==> config.mk <==
export PLATFORM = sky130hd
export DESIGN_NAME = vga_pixel_sink
export DESIGN_NICKNAME = d
export VERILOG_FILES = /design/src/rtl/vga_pixel_sink.sv
export SDC_FILE = /design/constraint.sdc
export NUM_CORES = 1
export LEC_CHECK = 0
export BUFFER_PORTS_ARGS = -buffer_cell sky130_fd_sc_hd__buf_2
export CORE_MARGIN = 2
export CORE_UTILIZATION = 40
export DETAILED_ROUTE_END_ITERATION = 12
export GPL_TIMING_DRIVEN = 0
export PLACE_DENSITY = 0.65
export REMOVE_ABC_BUFFERS = 1
export SLEW_MARGIN = 20
export SYNTH_ARGS = -nofsm -noshare
export SYNTH_HDL_FRONTEND = slang
export SYNTH_SLANG_ARGS = --single-unit
==> constraint.sdc <==
create_clock -name clk -period 2.35 [get_ports clk]
set_clock_uncertainty 0.05 [all_clocks]
set_input_delay 0.1175 -clock clk [delete_from_list [all_inputs] [get_ports clk]]
set_output_delay 0.1175 -clock clk [all_outputs]
set_load 0.05 [all_outputs]
==> src/rtl/vga_pixel_sink.sv <==
// VGA raster generator and pixel sink: produces pixelX/pixelY for the drawing units and
// drives DAC colour and syncs, with syncs delayed to line up with the colour pipeline.
module vga_pixel_sink #(
  parameter int CLK_DIV    = 2,
  parameter int H_ACTIVE   = 640,
  parameter int H_FP       = 16,
  parameter int H_SYNC     = 96,
  parameter int H_BP       = 48,
  parameter int V_ACTIVE   = 480,
  parameter int V_FP       = 10,
  parameter int V_SYNC     = 2,
  parameter int V_BP       = 33,
  parameter int PIPE_DELAY = 2,
  parameter int SYNC_POL   = 0
) (
  input  logic        clk,
  input  logic        reset,
  input  logic [7:0]  redIn,
  input  logic [7:0]  greenIn,
  input  logic [7:0]  blueIn,
  output logic [10:0] pixelX,
  output logic [10:0] pixelY,
  output logic        pixelTick,
  output logic        drawActive,
  output logic        startOfFrame,
  output logic [7:0]  vgaR,
  output logic [7:0]  vgaG,
  output logic [7:0]  vgaB,
  output logic        vgaHS,
  output logic        vgaVS,
  output logic        vgaBlankN
);

  localparam int H_TOTAL = H_ACTIVE + H_FP + H_SYNC + H_BP;
  localparam int V_TOTAL = V_ACTIVE + V_FP + V_SYNC + V_BP;

  localparam logic [10:0] X_LAST    = 11'(H_TOTAL - 1);
  localparam logic [10:0] Y_LAST    = 11'(V_TOTAL - 1);
  localparam logic [10:0] HS_START  = 11'(H_ACTIVE + H_FP);
  localparam logic [10:0] HS_END    = 11'(H_ACTIVE + H_FP + H_SYNC);
  localparam logic [10:0] VS_START  = 11'(V_ACTIVE + V_FP);
  localparam logic [10:0] VS_END    = 11'(V_ACTIVE + V_FP + V_SYNC);
  localparam logic [1:0]  DIV_LAST  = 2'(CLK_DIV - 1);
  localparam logic        SYNC_ACT  = (SYNC_POL != 0);

  if (CLK_DIV < 1 || CLK_DIV > 4 || PIPE_DELAY < 1 || PIPE_DELAY > 4 ||
      H_TOTAL >= 2048 || V_TOTAL >= 2048) begin : g_param_check
    $error("vga_pixel_sink: illegal parameter set");
  end

  // Sink contract: no handshake. Colour is sampled only on the clk where pixelTick=1, and
  // must belong to the pixelX/pixelY value presented PIPE_DELAY ticks earlier.

  typedef struct packed {
    logic hs;
    logic vs;
    logic act;
  } pipe_t;

  logic [1:0]  div_q, div_d;
  logic [10:0] x_q, x_d, y_q, y_d;
  logic        tick_raw;
  logic        hs_raw, vs_raw, draw_act;
  pipe_t       pipe_q [PIPE_DELAY];
  pipe_t       tail;
  logic [7:0]  r_q, r_d, g_q, g_d, b_q, b_d;
  logic        hs_q, hs_d, vs_q, vs_d, blank_n_q, blank_n_d;

  assign tick_raw = (div_q == DIV_LAST);
  assign draw_act = (x_q < 11'(H_ACTIVE)) && (y_q < 11'(V_ACTIVE));
  assign hs_raw   = (x_q >= HS_START) && (x_q < HS_END);
  assign vs_raw   = (y_q >= VS_START) && (y_q < VS_END);
  assign tail     = pipe_q[PIPE_DELAY-1];

  always_comb begin
    div_d = tick_raw ? 2'd0 : div_q + 2'd1;
    x_d   = x_q;
    y_d   = y_q;
    if (tick_raw) begin
      if (x_q == X_LAST) begin
        x_d = 11'd0;
        y_d = (y_q == Y_LAST) ? 11'd0 : y_q + 11'd1;
      end else begin
        x_d = x_q + 11'd1;
      end
    end
  end

  always_ff @(posedge clk) begin
    if (reset) begin
      div_q <= 2'd0;
      x_q   <= 11'd0;
      y_q   <= 11'd0;
    end else begin
      div_q <= div_d;
      x_q   <= x_d;
      y_q   <= y_d;
    end
  end

  // Sync/blank delay line: matches the latency of the drawing units feeding redIn..blueIn.
  always_ff @(posedge clk) begin
    if (reset) begin
      for (int i = 0; i < PIPE_DELAY; i++) pipe_q[i] <= '0;
    end else if (tick_raw) begin
      pipe_q[0] <= {hs_raw, vs_raw, draw_act};
      for (int i = 1; i < PIPE_DELAY; i++) pipe_q[i] <= pipe_q[i-1];
    end
  end

  always_comb begin
    r_d       = r_q;
    g_d       = g_q;
    b_d       = b_q;
    hs_d      = hs_q;
    vs_d      = vs_q;
    blank_n_d = blank_n_q;
    if (tick_raw) begin
      r_d       = tail.act ? redIn   : 8'd0;
      g_d       = tail.act ? greenIn : 8'd0;
      b_d       = tail.act ? blueIn  : 8'd0;
      hs_d      = tail.hs ? SYNC_ACT : ~SYNC_ACT;
      vs_d      = tail.vs ? SYNC_ACT : ~SYNC_ACT;
      blank_n_d = tail.act;
    end
  end

  always_ff @(posedge clk) begin
    if (reset) begin
      r_q       <= 8'd0;
      g_q       <= 8'd0;
      b_q       <= 8'd0;
      hs_q      <= ~SYNC_ACT;
      vs_q      <= ~SYNC_ACT;
      blank_n_q <= 1'b0;
    end else begin
      r_q       <= r_d;
      g_q       <= g_d;
      b_q       <= b_d;
      hs_q      <= hs_d;
      vs_q      <= vs_d;
      blank_n_q <= blank_n_d;
    end
  end

  assign pixelX       = x_q;
  assign pixelY       = y_q;
  assign pixelTick    = tick_raw && !reset;
  assign drawActive   = draw_act;
  assign startOfFrame = tick_raw && !reset && (x_q == 11'd0) && (y_q == 11'd0);
  assign vgaR         = r_q;
  assign vgaG         = g_q;
  assign vgaB         = b_q;
  assign vgaHS        = hs_q;
  assign vgaVS        = vs_q;
  assign vgaBlankN    = blank_n_q;

endmodule
==> impl_metrics.csv <==
group,metric,value,unit
run_status,status,"finished clean",
worst_hold_path,holdCritPathClass,"in -> reg",
final_layout,area.growth.synth_to_final,35.7,%
routing,firstDrtPassIters,4,
timing,timing.final.ws_setup,256,ps
global_route,grt_max_degree,26,
global_route,grt_pass1_wl,8870,microns
power,leakagePower,0.00151,uW
yosys,ys_types,50,
routing,antenna_left,0,
clock_network,clock_latency,340,ps
critical_path,path_class,"reg -> out",
yosys,synth_cells,237,
floorplan,die_h,82.6,microns
global_route,antenna_found_initial,0,
timing,grt_setup_unrepaired,"no",
place,place_inst,376,
place,hpwl,3760,microns
floorplan,io_pins,78,
yosys,yosys_warnings,0,
run,drv_cap,0,
timing,setup_violations,0,
routing,drc_errors,0,
routing,wl_per_cell,13.9,microns
critical_path,cp_max_fo,19,
place,place_congestion,0.766,
final_layout,final_nets,367,
timing,period_needed,2090,ps
timing,hold_viol_final,0,
clock_network,cts_tree,"built",
yosys,synthTopCellsByCount,"51 x dfxtp_1, 24 x a22o_1, 14 x nor2_1",
final_layout,drive_above_1_share,0.326,
place,io_buffers,77,
routing,drt_iter0_markers,49,
floorplan,design.core.area,5960,sq um
place,dp_slack,-293,ps
routing,wl,5780,microns
yosys,synth_top_cell_by_area,"dfxtp_1",
final_layout,antenna_cells,0,
clock_network,path_clk_slew,70,ps
clock_network,cts_made_buffers,9,
clock_network,cts_max_level,3,
floorplan,die_w,82.6,microns
global_route,grt_pass1_vias,1903,
timing,slew_violations,0,
timing,slew_headroom,0.565,
final_layout,fin_util,0.563,
yosys,synthFlopType,"dfxtp_1",
floorplan,initial_core_util,0.415,
routing,route.vias.total,2159,
timing,max_freq,478,MHz
worst_hold_path,hold_depth,2,
timing,finalCritPeriodShare,0.891,
final_layout,n_fill_cell,538,
critical_path,end_kind,"primary output",
yosys,synth_area,2470,sq um
yosys,ys_top_cells_by_area,"dfxtp_1 41%, a22o_1 8.5%, edfxtp_1 7.3%",
clock_network,cts.sinks,57,
global_route,grt.total_usage,0.173,
yosys,synth_seq_area_share,0.486,
yosys,yosys.area.top_type_share,0.413,
routing,vias_per_cell,5.19,
yosys,async_flop_share,0,
clock_network,clock-root-buffer,"clkbuf_8",
yosys,syn_area_per_cell,10.4,sq um
yosys,synth-seq-cells,57,
yosys,yosysMostFrequentCell,"dfxtp_1",
floorplan,die-area,6820,sq um
timing,worstMarginPinSlew,652,ps
power,ir_drop,0.000377,V
critical_path,required,2180,ps
global_route,grt-ovfl-total,0,
yosys,synth_edf_count,6,
power,powerDensity,707,nW/um^2
clock_network,clock_path_buffers,2,
critical_path,rr_worst_depth,5,
final_layout,instances_no_fill,416,
floorplan,num_rows,28,
critical_path,cp-start-kind,"register",
critical_path,arrival,1930,ps
logic make-up after synthesis:
| family | Yosys count | share of synthesized area |
|---|---|---|
| AND/OR/NAND/NOR | 89 | 0.234 |
| flip-flops | 57 | 0.486 |
| AO/OA/AOI/OAI | 49 | 0.155 |
| buffers and inverters | 26 | 0.0572 |
| XOR/XNOR | 8 | 0.0284 |
| adder cells (fa/ha/maj) | 5 | 0.0253 |
| multiplexers | 3 | 0.0147 |
worst max-delay path, cell delays in order (launching register included):
cell	delay, ps
dfxtp_1	330
ha_2	420
nor2b_4	320
nand2_1	110
nor3_1	120
buf_2	290
cell usage in the layout, fill, tap and decap left out, drive strengths merged, types with 2 or more instances in the layout:
cell,netlist,final
nor2b,5,5
ha,5,5
edfxtp,6,6
nor4,3,3
a22o,24,24
a21boi,3,3
and3,3,3
xor2,7,7
nand3,8,8
clkbuf,4,13
mux2,2,2
dfxtp,51,51
buf,10,78
and2,5,5
dlygate4sd3,0,24
nor2,14,14
nand2b,6,6
o21ai,4,4
o22ai,3,3
and4b,2,2
a311oi,2,2
inv,12,13
and4,6,6
nand4,12,12
nor3,8,8
nand2,13,13
a21oi,4,4
cell type report:
class                           instances  area [sq um]  area share
Clock inverter                          3          41.3      0.0123
Inverter                               12          45.0      0.0134
Multi-Input combinational cell        154          1140       0.341
Clock buffer                           13           191      0.0571
Sequential cell                        57          1200       0.358
Timing Repair Buffer                  102           637       0.190
Tap cell                               75          93.8      0.0280
per-stage QoR:
stage / setup TNS [ps] / power, uW / cell area [sq um] / hold slack (ps)
2_1_floorplan: -9000 / 1240 / 2370 / 137
3_3_place_gp: -10640 / 1310 / 2850 / 280
3_5_place_dp: -6920 / 1320 / 2870 / 283
4_1_cts: 0 / 2390 / 3350 / 76.2
5_1_grt: 0 / 2460 / 3350 / 93.1
6_report: 0 / 2370 / 3350 / 95.4
power breakdown:
group	leakage [uW]	internal, uW	switching, uW	total [uW]
combinational	0.000909	102	190	292
clock	0.000120	647	389	1040
sequential	0.000477	1020	18.7	1040
total	0.00151	1770	598	2370
timing repair:
item | in CTS | in global routing
gates resized for setup | 3 | 1
pin swaps | 0 | 0
setup endpoints to repair | 27 | 1
hold buffers | 24 | 0
endpoints found under the hold margin | 24 | 0
buffers inserted | 0 | 0
worst paths after layout:
| kind | startpoint | to | slack [ps] |
|---|---|---|---|
| max | div_q[0] | startOfFrame | 260 |
| min | reset | pixelX[4] | 100 |
| max reg2reg | pixelX[1] | pixelY[10] | 330 |
| min reg2reg | div_q[0] | div_q[0] | 370 |
per-layer routing:
metal / routed length (microns) / global-route usage
met1: 2660 / 0.214
met2: 2520 / 0.270
met3: 498 / 0.0489
met4: 102 / 0.0984
met5: 0 / 0
registers in the layout (all words and copies together) (netlist names):
| register | cells |
|---|---|
| vgaG | 8 |
| vgaHS | 1 |
| vgaR | 8 |
| pipe_q | 6 |
| div_q | 2 |
| vgaVS | 1 |
| pixelY | 11 |
| vgaB | 8 |
| pixelX | 11 |
| vgaBlankN | 1 |
No activity file was read; power rests on OpenSTA's default activity.
